[src/rtl/dmem_align_unit_pkg.sv]
// Shared access-size codes, FSM state encoding and size helper for the
// data-memory alignment unit.
package dmem_align_unit_pkg;

    typedef enum logic [1:0] {
        DMEM_EXT_BYTE  = 2'b00,
        DMEM_EXT_HALF  = 2'b01,
        DMEM_EXT_WORD  = 2'b10,
        DMEM_EXT_DWORD = 2'b11
    } dmem_size_e;

    typedef enum logic [2:0] {
        ST_IDLE  = 3'd0,
        ST_BEAT0 = 3'd1,
        ST_WAIT0 = 3'd2,
        ST_BEAT1 = 3'd3,
        ST_WAIT1 = 3'd4,
        ST_DONE  = 3'd5
    } dmem_state_e;

    function automatic int size_bytes(input logic [1:0] size);
        return 1 << size;
    endfunction

endpackage

[src/rtl/dmem_align_unit_lane.sv]
// Combinational lane steering: two-beat byte enables / write data for stores,
// and extraction plus sign/zero extension of merged load data.
module dmem_lane_align
    import dmem_align_unit_pkg::*;
#(
    parameter int DWIDTH = 32,
    localparam int BYTES = DWIDTH / 8,
    localparam int OW = $clog2(BYTES)
) (
    input  logic [OW-1:0]       off,
    input  logic [1:0]          size,
    input  logic [DWIDTH-1:0]   wdata,
    input  logic [DWIDTH-1:0]   rdata_lo,
    input  logic [DWIDTH-1:0]   rdata_hi,
    input  logic                is_unsigned,
    output logic [2*BYTES-1:0]  be2,
    output logic [2*DWIDTH-1:0] wdata2,
    output logic [DWIDTH-1:0]   rdata_ext
);

    logic [BYTES-1:0]    nmask;
    logic [DWIDTH-1:0]   wmasked;
    logic [2*DWIDTH-1:0] rshift;
    logic                sign;
    int                  nbytes;

    always_comb begin
        nbytes = size_bytes(size);
        if (nbytes > BYTES) begin
            nbytes = BYTES;
        end
        nmask   = '0;
        wmasked = '0;
        for (int i = 0; i < BYTES; i++) begin
            nmask[i] = (i < nbytes);
            if (i < nbytes) begin
                wmasked[8*i +: 8] = wdata[8*i +: 8];
            end
        end

        // Shifting the zero-padded mask/data across two words yields both beats at once.
        be2    = {{BYTES{1'b0}}, nmask} << off;
        wdata2 = {{DWIDTH{1'b0}}, wmasked} << {off, 3'b000};

        rshift = {rdata_hi, rdata_lo} >> {off, 3'b000};
        case (size)
            DMEM_EXT_BYTE: sign = rshift[7];
            DMEM_EXT_HALF: sign = rshift[15];
            DMEM_EXT_WORD: sign = rshift[31];
            default:       sign = rshift[DWIDTH-1];
        endcase
        sign = sign & ~is_unsigned;

        rdata_ext = '0;
        for (int i = 0; i < BYTES; i++) begin
            rdata_ext[8*i +: 8] = nmask[i] ? rshift[8*i +: 8] : {8{sign}};
        end
    end

endmodule

[src/rtl/dmem_align_unit.sv]
// MEM-stage data access unit: turns one LSU request into one or two aligned
// bus beats, merges split load returns and reports a single completion.
//
// state | meaning
// IDLE  | ready for a new request
// BEAT0 | first (low) beat on the bus, waiting for mem_ready
// WAIT0 | load: waiting for the first beat's read data
// BEAT1 | second (high) beat of a split access on the bus
// WAIT1 | load: waiting for the second beat's read data
// DONE  | one-cycle completion pulse on resp_valid
module dmem_align_unit
    import dmem_align_unit_pkg::*;
#(
    parameter int DWIDTH = 32,
    parameter int AWIDTH = 32,
    localparam int BYTES = DWIDTH / 8
) (
    input  logic              clk,
    input  logic              rst,
    input  logic              req_valid,
    output logic              req_ready,
    input  logic              req_we,
    input  logic [AWIDTH-1:0] req_addr,
    input  logic [1:0]        req_size,
    input  logic              req_unsigned,
    input  logic [DWIDTH-1:0] req_wdata,
    output logic              resp_valid,
    output logic              resp_err,
    output logic [DWIDTH-1:0] resp_rdata,
    output logic              mem_valid,
    input  logic              mem_ready,
    output logic              mem_we,
    output logic [AWIDTH-1:0] mem_addr,
    output logic [BYTES-1:0]  mem_be,
    output logic [DWIDTH-1:0] mem_wdata,
    input  logic              mem_rvalid,
    input  logic [DWIDTH-1:0] mem_rdata
);

    localparam int OW = $clog2(BYTES);

    dmem_state_e       state;
    logic              r_we;
    logic              r_unsigned;
    logic              r_split;
    logic [1:0]        r_size;
    logic [OW-1:0]     r_off;
    logic [AWIDTH-1:0] r_base;
    logic [DWIDTH-1:0] r_wdata;
    logic [DWIDTH-1:0] buf_lo;

    logic              idle;
    logic              accept;
    logic              illegal;
    logic              req_split;
    logic [OW-1:0]     req_off;
    logic [AWIDTH-1:0] req_base;

    logic [OW-1:0]       a_off;
    logic [1:0]          a_size;
    logic [DWIDTH-1:0]   a_wdata;
    logic [DWIDTH-1:0]   ld_lo;
    logic [2*BYTES-1:0]  be2;
    logic [2*DWIDTH-1:0] wdata2;
    logic [DWIDTH-1:0]   rdata_ext;
    logic [BYTES-1:0]    be_lo;
    logic [BYTES-1:0]    be_hi;
    logic [DWIDTH-1:0]   wd_lo;
    logic [DWIDTH-1:0]   wd_hi;

    assign idle      = (state == ST_IDLE);
    assign req_ready = idle & ~rst;
    assign accept    = req_valid & req_ready;

    assign req_off   = req_addr[OW-1:0];
    assign req_base  = {req_addr[AWIDTH-1:OW], {OW{1'b0}}};
    assign illegal   = (DWIDTH == 32) && (req_size == DMEM_EXT_DWORD);
    assign req_split = (int'(req_off) + size_bytes(req_size)) > BYTES;

    // Beat0 lanes must be ready on the acceptance edge, so the aligner sees the
    // live request while idle and the captured request afterwards.
    assign a_off   = idle ? req_off   : r_off;
    assign a_size  = idle ? req_size  : r_size;
    assign a_wdata = idle ? req_wdata : r_wdata;

    // The last beat's data is consumed straight off the bus in the same cycle.
    assign ld_lo = (state == ST_WAIT0) ? mem_rdata : buf_lo;

    dmem_lane_align #(
        .DWIDTH(DWIDTH)
    ) u_lane (
        .off        (a_off),
        .size       (a_size),
        .wdata      (a_wdata),
        .rdata_lo   (ld_lo),
        .rdata_hi   (mem_rdata),
        .is_unsigned(r_unsigned),
        .be2        (be2),
        .wdata2     (wdata2),
        .rdata_ext  (rdata_ext)
    );

    assign be_lo = be2[BYTES-1:0];
    assign be_hi = be2[2*BYTES-1:BYTES];
    assign wd_lo = wdata2[DWIDTH-1:0];
    assign wd_hi = wdata2[2*DWIDTH-1:DWIDTH];

    always_ff @(posedge clk) begin
        if (rst) begin
            state      <= ST_IDLE;
            mem_valid  <= 1'b0;
            mem_we     <= 1'b0;
            mem_addr   <= '0;
            mem_be     <= '0;
            mem_wdata  <= '0;
            resp_valid <= 1'b0;
            resp_err   <= 1'b0;
            resp_rdata <= '0;
            r_we       <= 1'b0;
            r_unsigned <= 1'b0;
            r_split    <= 1'b0;
            r_size     <= '0;
            r_off      <= '0;
            r_base     <= '0;
            r_wdata    <= '0;
            buf_lo     <= '0;
        end else begin
            case (state)
                ST_IDLE: begin
                    if (accept) begin
                        r_we       <= req_we;
                        r_unsigned <= req_unsigned;
                        r_split    <= req_split;
                        r_size     <= req_size;
                        r_off      <= req_off;
                        r_base     <= req_base;
                        r_wdata    <= req_wdata;
                        if (illegal) begin
                            state      <= ST_DONE;
                            resp_valid <= 1'b1;
                            resp_err   <= 1'b1;
                            resp_rdata <= '0;
                        end else begin
                            state     <= ST_BEAT0;
                            mem_valid <= 1'b1;
                            mem_we    <= req_we;
                            mem_addr  <= req_base;
                            mem_be    <= be_lo;
                            mem_wdata <= req_we ? wd_lo : '0;
                        end
                    end
                end

                ST_BEAT0: begin
                    if (mem_ready) begin
                        if (r_we && r_split) begin
                            state     <= ST_BEAT1;
                            mem_addr  <= r_base + AWIDTH'(BYTES);
                            mem_be    <= be_hi;
                            mem_wdata <= wd_hi;
                        end else begin
                            mem_valid <= 1'b0;
                            mem_be    <= '0;
                            mem_wdata <= '0;
                            if (r_we) begin
                                state      <= ST_DONE;
                                resp_valid <= 1'b1;
                                resp_err   <= 1'b0;
                                resp_rdata <= '0;
                            end else begin
                                state <= ST_WAIT0;
                            end
                        end
                    end
                end

                ST_WAIT0: begin
                    if (mem_rvalid) begin
                        buf_lo <= mem_rdata;
                        if (r_split) begin
                            state     <= ST_BEAT1;
                            mem_valid <= 1'b1;
                            mem_we    <= 1'b0;
                            mem_addr  <= r_base + AWIDTH'(BYTES);
                            mem_be    <= be_hi;
                            mem_wdata <= '0;
                        end else begin
                            state      <= ST_DONE;
                            resp_valid <= 1'b1;
                            resp_err   <= 1'b0;
                            resp_rdata <= rdata_ext;
                        end
                    end
                end

                ST_BEAT1: begin
                    if (mem_ready) begin
                        mem_valid <= 1'b0;
                        mem_be    <= '0;
                        mem_wdata <= '0;
                        if (r_we) begin
                            state      <= ST_DONE;
                            resp_valid <= 1'b1;
                            resp_err   <= 1'b0;
                            resp_rdata <= '0;
                        end else begin
                            state <= ST_WAIT1;
                        end
                    end
                end

                ST_WAIT1: begin
                    if (mem_rvalid) begin
                        state      <= ST_DONE;
                        resp_valid <= 1'b1;
                        resp_err   <= 1'b0;
                        resp_rdata <= rdata_ext;
                    end
                end

                ST_DONE: begin
                    state      <= ST_IDLE;
                    resp_valid <= 1'b0;
                    resp_err   <= 1'b0;
                end

                default: begin
                    state     <= ST_IDLE;
                    mem_valid <= 1'b0;
                end
            endcase
        end
    end

endmodule
[config.mk]
export PLATFORM = sky130hd
export DESIGN_NAME = dmem_align_unit
export DESIGN_NICKNAME = d
export VERILOG_FILES = /design/src/rtl/dmem_align_unit_pkg.sv /design/src/rtl/dmem_align_unit_lane.sv /design/src/rtl/dmem_align_unit.sv
export SDC_FILE = /design/constraint.sdc
export NUM_CORES = 1
export LEC_CHECK = 0
export BUFFER_PORTS_ARGS = -buffer_cell sky130_fd_sc_hd__buf_4
export CELL_PAD_IN_SITES_DETAIL_PLACEMENT = 1
export CELL_PAD_IN_SITES_GLOBAL_PLACEMENT = 1
export CORE_MARGIN = 4
export CORE_UTILIZATION = 38
export DETAILED_ROUTE_END_ITERATION = 7
export GPL_ROUTABILITY_DRIVEN = 1
export PLACE_DENSITY = 0.79
export SLEW_MARGIN = 20
export SYNTH_ARGS = -nofsm -noshare
export SYNTH_HDL_FRONTEND = slang
export SYNTH_SLANG_ARGS = --single-unit
export TNS_END_PERCENT = 50
[constraint.sdc]
create_clock -name clk -period 2.5 [get_ports clk]
set_clock_uncertainty 0.1 [all_clocks]
set_input_delay 0.375 -clock clk [delete_from_list [all_inputs] [get_ports clk]]
set_output_delay 0.375 -clock clk [all_outputs]
set_load 0.02 [all_outputs]
Word-level counts from Yosys, hierarchy flattened. Cells that the tools add are included.

Register bits after elaboration: 208. Input bits: 105. Output and inout port bits: 105. Logic and storage cells: 162.

$add $sub $neg: 2. Order comparisons: 6. Eq/ne operators: 18. Shifts and indexed selects: 5. Multiplexer cells: 90. Bitwise gates (word level): 6. Reduce and logical (&&, ||, !) cells: 18.

Operators with widths (count): $mux 32 (26); $pmux 32 s5 (1); $pmux 32 s4 (1); $pmux 32 s3 (1); $gt 32x4->1 const B (2); $lt 3x32->1 const A (2); $mux 8 (8); $shl 1x2->32 const A (2); $shl 32x5->64 (1); $shr 64x5->32 (1); $add 3x32->32 (1); $add 32x3->32 const B (1); $lt 1x32->1 const A (1); $lt 2x32->1 const A (1); $mux 1 (28); $mux 4 (7); $mux 3 (9); $ne 2x2->1 const B (9); $reduce_and 9->1 (2); $pmux 4 s4 (1); $pmux 3 s5 (1); $reduce_and 7->1 (2); $pmux 1 s6 (2); $reduce_and 5->1 (2); other kinds (23) (33).

Depth between registers and ports, before layout. Gate-level depths: netlist of run 1.

Word-level depth: 12. Gate-level depth with buffers: 10. Gate-level depth less buffers: 9.

Cells and area by module. Synthesis of run 1 repeated with hierarchy kept, for this count alone.

Cell total of the unflattened synthesis: 1516. Area total of the unflattened synthesis: 12099.1 um^2.

Modules (own cells, without submodules): dmem_align_unit (times used 1, cells an instance 1242, area an instance 9949.5 um^2, seq. area each 4124.0 um^2); dmem_lane_align (times used 1, cells an instance 274, area an instance 2149.6 um^2, seq. area each 0.0 um^2).

Worst setup path before layout of run 1. OpenSTA, ideal clock, no wires.

Path type: in2reg. Start point: in req_size[1]. End point: reg r_split. Library setup time: 86 ps. Arrival time: 2224 ps. Required time: 2314 ps. Slack: 91 ps. Stages: 10. Path buffers: 3. Path through: clkbuf_1 clkbuf_1 clkbuf_1 nand2b_1 fa_1 inv_1 o21ai_0 nand3_1 o21ai_0 a211oi_1.

Longest elaborated chain between the ends: 3.

Ends and longest elaborated chain: from (decl) (RTL line dmem_align_unit.sv:24) `input logic [1:0] req_size,`; $shl 1x2->32 (RTL line dmem_align_unit_pkg.sv:22) `return 1 << size;`; $add 3x32->32 (RTL line dmem_align_unit.sv:78) `assign req_split = (int'(req_off) + size_bytes(req_size)) > BYTES;`; $gt 32x4->1 (RTL line dmem_align_unit.sv:78); to (signal assigned) (RTL line dmem_align_unit.sv:133) `r_split <= req_split;`; to (decl) (RTL line dmem_align_unit.sv:45) `logic r_split;`.

No other way between the ends. A chain may end at the register's enable or synchronous reset.

Final worst setup path of run 1.
Start point: reg state[2]. End point: out req_ready.

Longest elaborated chain between the ends: 2.

Ends and longest elaborated chain: from (decl) (RTL line dmem_align_unit.sv:42) `dmem_state_e state;`; from (signal assigned) (RTL line dmem_align_unit.sv:110) `state <= ST_IDLE;`; from (signal assigned) (RTL line dmem_align_unit.sv:139) `state <= ST_DONE;`; from (signal assigned) (RTL line dmem_align_unit.sv:144) `state <= ST_BEAT0;`; $logic_not 3->1 (RTL line dmem_align_unit.sv:71) `assign idle = (state == ST_IDLE);`; $and 1x1->1 (RTL line dmem_align_unit.sv:72) `assign req_ready = idle & ~rst;`; to (decl) (RTL line dmem_align_unit.sv:21) `output logic req_ready,`.

No other way between the ends.

==> load_flow_metrics.sql, run 1 <==
INSERT INTO impl_metrics (metric_group, metric, value, unit) VALUES
('timing', 'timing_hold_violations_final', '0', ''),
('layout', 'areaGrowthSynthToFinish', '36.0', '%'),
('yosys', 'post_synth_instance_area', '11700', 'um^2'),
('clock_tree', 'clock_tree_from_tritoncts', 'yes', ''),
('yosys', 'synth-main-ff-cell', 'dfxtp_1', ''),
('setup_path', 'crit_path_cell_trace', 'buf_4, or3_4, buf_4, nor2_2, buf_4', ''),
('yosys', 'synth_largest_type_area_fraction', '0.353', ''),
('clock_tree', 'clock_latency', '530', 'ps'),
('floorplan', 'io_pins', '210', ''),
('floorplan', 'rows', '63', ''),
('timing', 'setup_viol', '0', ''),
('power', 'power_per_cell_area', '1200', 'nW/um^2'),
('global_routing', 'grt_max_degree', '140', ''),
('timing', 'finalHoldWorstSlack', '17.2', 'ps'),
('setup_path', 'arrival_time_at_the_worst_endpoint', '1960', 'ps'),
('placement', 'gp_congestion', '0.922', ''),
('power', 'static-leakage-power', '6.40', 'nW'),
('route', 'vias', '12300', ''),
('layout', 'postLayoutCellArea', '15900', 'um^2'),
('yosys', 'synth_enable_flop_cells', '0', ''),
('global_routing', 'grt_antenna_before_repair', '0', ''),
('timing', 'tns', '0', 'ps'),
('global_routing', 'first_global_vias', '12800', ''),
('floorplan', 'fp.coreArea', '30000', 'um^2'),
('placement', 'cell_area_reported_after_detailed_placement', '14400', 'um^2'),
('route', 'remaining_drc_errors', '0', ''),
('timing', 'fmaxAchievable', '0.410', 'GHz'),
('global_routing', 'grt_pass1_wl', '73600', 'um'),
('placement', 'place_worst_setup_slack', '-38.5', 'ps'),
('global_routing', 'global_route.overflow_total', '0', ''),
('layout', 'share_of_post_route_cells_with_drive_strength_above_1', '0.255', ''),
('yosys', 'synth_seq_area_share', '0.353', ''),
('yosys', 'postSynthAreaPerCell', '8.22', 'um^2'),
('yosys', 'synth_top_cells_by_area', 'dfxtp_1, mux2i_1, nand2_1', ''),
('clock_tree', 'cts.htree.levels', '1', ''),
('yosys', 'synthMostInstantiatedCell', 'nand2_1', ''),
('floorplan', 'die_h', '183', 'um'),
('setup_path', 'type_of_the_worst_setup_path', 'register to output port', ''),
('clock_tree', 'clk_pin_slew', '60', 'ps'),
('route', 'drt-total-wl', '47600', 'um'),
('yosys', 'asyncSetResetFlopFracSynth', '0', ''),
('timing', 'final.setup.worst_slack', '60.3', 'ps'),
('yosys', 'synthCells', '1423', ''),
('route', 'routed_via_density', '5.77', ''),
('placement', 'io_buffer_count', '207', ''),
('timing', 'period_share', '0.976', ''),
('layout', 'multi_input_comb_area', '6990', 'um^2'),
('placement', 'detailed_place_hpwl', '32500', 'um'),
('power', 'vdd_drop_max', '0.000702', 'V'),
('clock_tree', 'clk_root_buffer_cell', 'clkbuf_16', ''),
('setup_path', 'crit_path_max_incr_delay', '420', 'ps'),
('setup_path', 'critical_path_peak_fanout', '9', ''),
('yosys', 'synth_cell_types', '83', ''),
('yosys', 'yosysWarnings', '0', ''),
('route', 'dr.pass1.iters', '5', ''),
('route', 'detailedRoute.firstIterationViolations', '775', ''),
('setup_path', 'top_cell_by_count_worst_path', 'buf_4', ''),
('clock_tree', 'cts.sinks', '206', ''),
('outcome', 'result_of_the_run', 'completed', ''),
('yosys', 'netlist.top_cell.by_area', 'dfxtp_1', ''),
('layout', 'stdcell_count', '2136', ''),
('layout', 'layout.filler_cells', '3499', ''),
('global_routing', 'global_route.usage.total', '0.270', ''),
('setup_path', 'cp_startpoint_kind', 'register', ''),
('yosys', 'netlist_top_cells_count', 'nand2_1, dfxtp_1, mux2i_1', ''),
('route', 'wl_per_cell', '22.3', 'um'),
('setup_path', 'cp_top_family', 'simple AND/OR/NAND/NOR gates', ''),
('yosys', 'synth_seq_cells', '206', ''),
('clock_tree', 'clock_tree.buffer_depth', '3', ''),
('hold_path', 'min_path_type', 'primary input to register', ''),
('clock_tree', 'tritoncts.num_buffers', '25', '');
[metal layers]
metal | track usage | routed length (um) | vias up
met5 | 0 | 0 | -
met1 | 0.346 | 20400 | 6109
met2 | 0.470 | 23400 | 354
met4 | 0.0736 | 1290 | 0
met3 | 0.0448 | 2580 | 77
li1 | - | - | 5778
[through the flow]
stage | total power [mW] | util
6_report | 19.0 | 0.529
3_3_place_gp | 14.6 | 0.478
5_1_grt | 20.0 | 0.529
4_1_cts | 18.8 | 0.528
2_1_floorplan | 10.6 | -
3_5_place_dp | 14.9 | 0.478
[area by class of cell]
class                      instances  area share
tap                              390      0.0307
clock buffer                      41      0.0494
multi-input combinational       1078       0.440
inverter                          15     0.00354
timing repair buffer             402       0.214
clock inverter                     3     0.00252
sequential                       206       0.260
antenna                            1    0.000157
[placed cells by master, fill, tap and decap left out, types with 15 or more instances in the layout]
cell type      count
a31oi_1           24
mux2i_1          100
buf_4            321
xor2_1            16
clkbuf_16         26
nand2_1          227
nor3_1            19
a22o_1            15
dfxtp_1          203
a21oi_1           71
nand3_1           27
dlygate4sd3_1     63
o21ai_0           91
inv_1             15
nand2b_1          78
nor2_1            68
mux2_2            24
a211oi_1          25
buf_12            17
[where the power goes]
group | total, mW | internal, mW | switching (mW)
registers | 4.92 | 4.14 | 0.780
clock network | 3.70 | 2.23 | 1.47
logic | 10.4 | 4.46 | 5.94
total | 19.0 | 10.8 | 8.20
[path summary, 6_finish.rpt]
check,from,endpoint,slack (ps),cells past startpoint
hold reg to reg,mem_addr[7],mem_addr[7],350,2
setup / recovery,state[2],req_ready,60,5
setup reg to reg,state[2],resp_rdata[2],70,6
hold / removal,mem_rdata[30],buf_lo[30],20,3
[logic make-up (layout without fill, tap and decap cells)]
family	count (synthesis)	count (layout)	synth area share
other	1	3	0.000321
adder cells (fa/ha/maj)	4	4	0.00492
AO/OA/AOI/OAI	394	394	0.231
XOR/XNOR	25	25	0.0187
AND/OR/NAND/NOR	528	528	0.228
flip-flops	206	206	0.353
multiplexers	125	125	0.110
buffers and inverters	140	461	0.0548
[state kept, by name (all words and copies together) (netlist names)]
name and flops:
buf_lo 32, mem_wdata 32, r_wdata 32, resp_rdata 32
mem_addr 30, r_base 30, mem_be 4, state 3
r_off 2, r_size 2, mem_valid 1, mem_we 1
r_split 1, r_unsigned 1, r_we 1, resp_err 1
resp_valid 1
[worst min-delay path, stage by stage]
cell     delay (ps)
buf_4           120
nand2_1          50
a21oi_1          50
[repair_timing]
| item | 4_1_cts | 5_1_grt |
|---|---|---|
| setup endpoints to repair | 15 | 14 |
| hold endpoints to repair | 63 | 0 |
| hold buffers | 63 | 0 |
| setup buffers | 1 | 1 |
| pin swaps | 1 | 2 |
| gates cloned | 0 | 1 |
| gates resized for setup | 6 | 5 |
Note: power is estimated with default switching activity, not from simulation.
==> run 2, diff against run 1 <==
CORE_ASPECT_RATIO = 0.7   (was default)
==> run 2 against run 1 <==
The run now ends with negative setup slack left. Clock power is 8.1% higher. Sequential cell count stayed put. Hold slack worse by 12 ps. Final area is 1.5% higher. Power is 2.9% higher. Non-clock buffer count is 10 higher. Register-to-register slack worse by 80 ps. Maximum frequency is 2.9% lower. Die area is 0.13% higher. Cell count is 1.5% higher. Largest cell class unchanged. Largest power group unchanged.
==> load_flow_metrics.sql, run 2 (synthesized netlist as in run 1, its figures left out) <==
INSERT INTO impl_metrics (metric_group, metric, value, unit) VALUES
('layout', 'share_of_post_route_cells_with_drive_strength_above_1', '0.262', ''),
('power', 'total_power_consumption_of_the_routed_design', '19.6', 'mW'),
('floorplan', 'start_util', '0.387', ''),
('placement', 'io_buffer_count', '207', ''),
('layout', 'mostFrequentLayoutCell', 'buf_4', ''),
('clock_tree', 'cts.htree.levels', '1', ''),
('setup_path', 'cp_top_family', 'simple AND/OR/NAND/NOR gates', ''),
('floorplan', 'io_pins', '210', ''),
('placement', 'detailed_place_hpwl', '34200', 'um'),
('placement', 'gp_congestion', '0.936', ''),
('floorplan', 'die-area', '33700', 'um^2'),
('setup_path', 'type_of_the_worst_setup_path', 'register to register', ''),
('hold_path', 'min_path_type', 'primary input to register', ''),
('timing', 'period_minus_slack', '2510', 'ps'),
('outcome', 'result_of_the_run', 'finished, violations left', ''),
('setup_path', 'worstRegToRegCells', '7', ''),
('setup_path', 'cp_required', '2870', 'ps'),
('clock_tree', 'tritoncts.num_buffers', '24', ''),
('route', 'drt-total-wl', '49300', 'um'),
('timing', 'slew_violations', '0', ''),
('global_routing', 'global_route.usage.total', '0.280', ''),
('setup_path', 'arrival_time_at_the_worst_endpoint', '2880', 'ps'),
('timing', 'period_share', '1.00', ''),
('layout', 'postLayoutCellArea', '16100', 'um^2'),
('setup_path', 'timing.critical_path.slowest_stage_cell', 'or4b_1', ''),
('clock_tree', 'clock_tree_from_tritoncts', 'yes', ''),
('power', 'power_per_cell_area', '1210', 'nW/um^2'),
('layout', 'areaGrowthSynthToFinish', '38.1', '%'),
('power', 'internal_power', '11.1', 'mW'),
('setup_path', 'endpoint_of_the_lowest_slack_register_to_register_path', 'mem_wdata[24]', ''),
('setup_path', 'startpoint', 'state[2]', ''),
('power', 'static-leakage-power', '6.44', 'nW'),
('route', 'detailedRoute.firstIterationViolations', '1213', ''),
('layout', 'final_util', '0.535', ''),
('global_routing', 'global_route.overflow_total', '0', ''),
('global_routing', 'grt_max_degree', '135', ''),
('setup_path', 'reg2reg_slack', '-10', 'ps'),
('floorplan', 'die_h', '155', 'um'),
('setup_path', 'worst_setup_path_end_kind', 'register', ''),
('global_routing', 'grt_antenna_before_repair', '2', ''),
('timing', 'worst_pin_slew', '622', 'ps'),
('floorplan', 'die-width', '218', 'um'),
('floorplan', 'fp.coreArea', '30200', 'um^2'),
('floorplan', 'rows', '53', ''),
('outcome', 'violations', 'negative setup slack', ''),
('setup_path', 'cp_startpoint_kind', 'register', ''),
('layout', 'most-common-layout-cells', 'buf_4, nand2_1, dfxtp_1, mux2i_1, o21ai_0', ''),
('hold_path', 'holdCritStartpoint', 'req_wdata[12]', ''),
('power', 'power.sequential.fraction', '0.250', ''),
('timing', 'final.setup.worst_slack', '-11.5', 'ps'),
('route', 'wl_per_cell', '22.7', 'um'),
('layout', 'layout.filler_cells', '3550', ''),
('setup_path', 'path_buf_inv', '2', ''),
('global_routing', 'first_global_vias', '12900', ''),
('timing', 'fmaxAchievable', '0.398', 'GHz'),
('setup_path', 'worstSetupEndpoint', 'mem_wdata[24]', ''),
('timing', 'remaining_max_slew_budget_at_the_tightest_pin', '0.584', ''),
('route', 'vias', '12700', ''),
('job', 'max_cap_violations', '0', ''),
('route', 'antenna_left', '0', ''),
('setup_path', 'crit_path_max_incr_delay', '620', 'ps'),
('placement', 'cell_area_reported_after_detailed_placement', '14500', 'um^2'),
('power', 'sw_frac_of_total', '0.432', ''),
('clock_tree', 'clock_tree.buffer_depth', '3', ''),
('route', 'remaining_drc_errors', '0', ''),
('setup_path', 'worst-path-stages', '7', ''),
('clock_tree', 'clk_pin_slew', '70', 'ps'),
('setup_path', 'crit_path_cell_trace', 'buf_4, or4b_1, nand2_2, buf_12, mux2i_1, nor4b_1, a211o_1', ''),
('timing', 'rsz0062_at_grt', 'yes', ''),
('layout', 'finish.net_count', '1846', ''),
('power', 'clockPowerShare', '0.204', ''),
('clock_tree', 'clk_root_buffer_cell', 'clkbuf_16', ''),
('global_routing', 'grt_pass1_wl', '76000', 'um'),
('clock_tree', 'cts.sinks', '206', ''),
('timing', 'timing_hold_violations_final', '0', ''),
('route', 'routed_via_density', '5.83', ''),
('power', 'vdd_drop_max', '0.000566', 'V'),
('timing', 'setup_viol', '1', ''),
('setup_path', 'critical_path.reg2reg.startpoint', 'state[2]', ''),
('power', 'pwr-share-comb', '0.545', ''),
('route', 'dr.pass1.iters', '5', ''),
('timing', 'finalHoldWorstSlack', '5.04', 'ps'),
('setup_path', 'critical_path_peak_fanout', '14', ''),
('power', 'p_sw', '8.45', 'mW'),
('clock_tree', 'clock_latency', '540', 'ps');
==> run 2: area by class of cell <==
type	count	area, um^2	share of cell area
multi-input cells	1078	7030	0.436
diodes	2	5.00	0.000310
clock inverters	12	190	0.0118
well taps	412	515	0.0319
inverters	15	56.3	0.00349
flip-flops and latches	206	4130	0.256
clock buffers	32	702	0.0435
repair buffers	412	3520	0.218
==> run 2: metrics by stage <==
| stage | instances | worst slack (ps) | setup TNS, ps |
|---|---|---|---|
| after floorplan | 1424 | 91.0 | 0 |
| after global routing | 2169 | -49.8 | -173 |
| after global placement | 2051 | 14.5 | 0 |
| after detailed placement | 2051 | -74.0 | -521 |
| final | 2169 | -11.5 | -11.5 |
| after CTS | 2165 | 1.24 | 0 |
==> run 2: per-layer routing <==
layer	share of wire	up-vias	wire length (um)	GRT usage
met2	0.45	497	22300	0.441
met1	0.45	6257	22100	0.397
met4	0.030	0	1470	0.0805
met5	0	-	0	0
li1	-	5810	-	-
met3	0.068	91	3330	0.0460
==> run 2: timing repair <==
| item | in CTS | in global routing |
|---|---|---|
| buffers inserted | 0 | 2 |
| hold buffers | 70 | 0 |
| resized for setup | 3 | 15 |
| endpoints found under the hold margin | 70 | 0 |
| pin swaps | 0 | 4 |
| endpoints found under the setup margin | 28 | 38 |
==> run 2: worst min-delay path, stage by stage <==
cell	delay, ps
buf_4	90
nand2_1	40
o21ai_0	90
==> run 2: power by group through the flow <==
stage | Combinational (mW) | Clock [mW] | Sequential [mW]
after global routing | 11.3 | 4.17 | 4.98
after detailed placement | 10.1 | 0 | 4.89
after CTS | 10.3 | 4.03 | 4.84
after floorplan | 5.34 | 0 | 5.28
after global placement | 9.87 | 0 | 4.85
final | 10.7 | 4.00 | 4.90
==> run 2: worst min path at each step <==
stage	endpoint	slack, ps	depth (start not counted)
finish	r_wdata[12]	5	3
global placement	buf_lo[4]	340	2
CTS	r_wdata[12]	2	3
global route	r_wdata[12]	1	3
floorplan	buf_lo[0]	330	2
detailed placement	mem_addr[11]	350	2
==> run 3, diff against run 2 <==
GPL_TIMING_DRIVEN = 0   (was default)
SKIP_CTS_REPAIR_TIMING = 1   (was default)
==> run 3 against run 2 <==
The run ends with negative hold slack, negative setup slack left. Sequential share of layout area up 0.47 points. Combinational power grew 4%. Clock-buffer cell count rose by 4. Register-to-register slack got worse by 80 ps. Critical path type unchanged. Highest routed layer unchanged.
==> load_flow_metrics.sql, run 3 (synthesized netlist as in run 1, its figures left out) <==
INSERT INTO impl_metrics (metric_group, metric, value, unit) VALUES
('outcome', 'result_of_the_run', 'finished, violations left', ''),
('outcome', 'violations', 'negative hold slack, negative setup slack', ''),
('setup_path', 'crit_path_cell_trace', 'or4b_1, buf_4, and2_1, buf_2, clkbuf_2, a31oi_2, a32oi_1, o211ai_1', ''),
('setup_path', 'startpoint', 'state[0]', ''),
('layout', 'finish.net_count', '1820', ''),
('floorplan', 'start_util', '0.387', ''),
('floorplan', 'die-area', '33700', 'um^2'),
('floorplan', 'io_pins', '210', ''),
('setup_path', 'type_of_the_worst_setup_path', 'register to register', ''),
('layout', 'layout.filler_cells', '3587', ''),
('layout', 'multi_input_comb_area', '7610', 'um^2'),
('setup_path', 'cp_startpoint_kind', 'register', ''),
('placement', 'gp_congestion', '0.983', ''),
('setup_path', 'critical_path_peak_fanout', '10', ''),
('floorplan', 'fp.coreArea', '30200', 'um^2'),
('timing', 'period_share', '1.04', ''),
('clock_tree', 'clock_tree.buffer_depth', '3', ''),
('timing', 'remaining_max_slew_budget_at_the_tightest_pin', '0.292', ''),
('power', 'total_power_consumption_of_the_routed_design', '19.4', 'mW'),
('setup_path', 'worstRegToRegCells', '8', ''),
('layout', 'register_area', '4130', 'um^2'),
('timing', 'finalHoldWorstSlack', '-30.4', 'ps'),
('setup_path', 'worstSetupEndpoint', 'resp_rdata[28]', ''),
('placement', 'detailed_place_hpwl', '39200', 'um'),
('setup_path', 'timing.critical_path.slowest_stage_cell', 'or4b_1', ''),
('layout', 'final_util', '0.526', ''),
('setup_path', 'reg2reg_slack', '-90', 'ps'),
('clock_tree', 'clock_tree_from_tritoncts', 'yes', ''),
('route', 'routed_via_density', '6.06', ''),
('job', 'max_cap_violations', '0', ''),
('floorplan', 'die_h', '155', 'um'),
('timing', 'slew_violations', '0', ''),
('clock_tree', 'clk_pin_slew', '60', 'ps'),
('setup_path', 'worst_setup_path_end_kind', 'register', ''),
('global_routing', 'first_global_vias', '12400', ''),
('placement', 'io_buffer_count', '205', ''),
('route', 'antenna_left', '0', ''),
('route', 'wl_per_cell', '25.4', 'um'),
('timing', 'period_minus_slack', '2590', 'ps'),
('timing', 'fmaxAchievable', '0.386', 'GHz'),
('floorplan', 'rows', '53', ''),
('route', 'remaining_drc_errors', '0', ''),
('clock_tree', 'cts.sinks', '206', ''),
('layout', 'share_of_post_route_cells_with_drive_strength_above_1', '0.276', ''),
('layout', 'mostFrequentLayoutCell', 'buf_4', ''),
('global_routing', 'grt_antenna_before_repair', '0', ''),
('setup_path', 'crit_path_max_incr_delay', '520', 'ps'),
('layout', 'areaGrowthSynthToFinish', '35.8', '%'),
('power', 'static-leakage-power', '6.11', 'nW'),
('setup_path', 'critical_path.reg2reg.startpoint', 'state[0]', ''),
('setup_path', 'endpoint_of_the_lowest_slack_register_to_register_path', 'resp_rdata[28]', ''),
('placement', 'place_worst_setup_slack', '-903', 'ps'),
('setup_path', 'worst-path-stages', '8', ''),
('timing', 'setup_viol', '11', ''),
('global_routing', 'global_route.overflow_total', '0', ''),
('timing', 'worst_pin_slew', '1060', 'ps'),
('clock_tree', 'clock_latency', '530', 'ps'),
('setup_path', 'path_buf_inv', '3', ''),
('route', 'vias', '13000', ''),
('setup_path', 'arrival_time_at_the_worst_endpoint', '2930', 'ps'),
('timing', 'final.setup.worst_slack', '-91.3', 'ps'),
('power', 'vdd_drop_max', '0.000644', 'V'),
('clock_tree', 'tritoncts.num_buffers', '23', ''),
('power', 'power_per_cell_area', '1220', 'nW/um^2'),
('floorplan', 'die-width', '218', 'um'),
('global_routing', 'global_route.usage.total', '0.289', ''),
('route', 'dr.pass1.iters', '5', ''),
('clock_tree', 'clk_root_buffer_cell', 'clkbuf_16', ''),
('global_routing', 'grt_pass1_wl', '76400', 'um'),
('setup_path', 'cp_top_family', 'simple AND/OR/NAND/NOR gates', ''),
('hold_path', 'min_path_type', 'primary input to register', ''),
('timing', 'timing_hold_violations_final', '6', ''),
('timing', 'rsz0062_at_grt', 'yes', ''),
('route', 'drt-total-wl', '54400', 'um'),
('route', 'detailedRoute.firstIterationViolations', '1292', ''),
('global_routing', 'grt_max_degree', '13', ''),
('setup_path', 'cp_required', '2840', 'ps'),
('clock_tree', 'cts.htree.levels', '1', ''),
('layout', 'most-common-layout-cells', 'buf_4, nand2_1, dfxtp_1, o21ai_0, nand2b_1', '');
## run 3: cell count changes in the layout (fill, tap and decap cells not counted), moves of 17 or more
cell           previous run  this run
mux2i_1                  96        74
dlygate4sd3_1            70        44
buf_4                   322       238
clkbuf_1                  2        44
buf_12                   20         3
buf_2                     0        21
## run 3: worst min path at each step
stage                     cells past startpoint         end  slack, ps         start
after global placement                        2   buf_lo[0]        340     buf_lo[0]
after detailed placement                      2   buf_lo[4]        340     buf_lo[4]
after global routing                          3  r_base[24]          4  req_addr[24]
final                                         3  r_base[24]        -30  req_addr[24]
after CTS                                     3  r_unsigned        -70  req_unsigned
after floorplan                               2   buf_lo[0]        330     buf_lo[0]
## run 3: layer usage
layer | share of wire | global-route usage | vias up
met1 | 0.45 | 0.423 | 6494
met2 | 0.44 | 0.430 | 646
li1 | - | - | 5753
met4 | 0.017 | 0.0569 | 0
met3 | 0.091 | 0.0738 | 76
met5 | 0 | 0.0116 | -
## run 3: through the flow
| stage | std cells | TNS, ps | cell area, um^2 |
|---|---|---|---|
| after floorplan | 1424 | 0 | 11700 |
| after global placement | 2041 | -45890 | 13700 |
| after detailed placement | 2041 | -56190 | 13700 |
| after CTS | 2081 | -36620 | 14400 |
| after global routing | 2138 | -2200 | 15900 |
| final | 2139 | -386 | 15900 |
## run 3: where the power goes
group	total [mW]	internal (mW)	switching, mW
clock	3.33	1.85	1.48
combinational	11.1	4.21	6.92
sequential	4.92	4.14	0.779
total	19.4	10.2	9.18
## run 3: area by class of cell
| type | count | area share |
|---|---|---|
| timing repair buffer | 265 | 0.134 |
| tap | 412 | 0.0325 |
| clock inverter | 4 | 0.00158 |
| inverter | 15 | 0.00355 |
| sequential | 206 | 0.260 |
| antenna | 1 | 0.000158 |
| multi-input combinational | 1078 | 0.479 |
| buffer | 122 | 0.0469 |
| clock buffer | 36 | 0.0425 |
## run 3: tightest hold or removal path: stages
cell and delay [ps]:
buf_4 90, nand2_1 40, o21ai_0 60
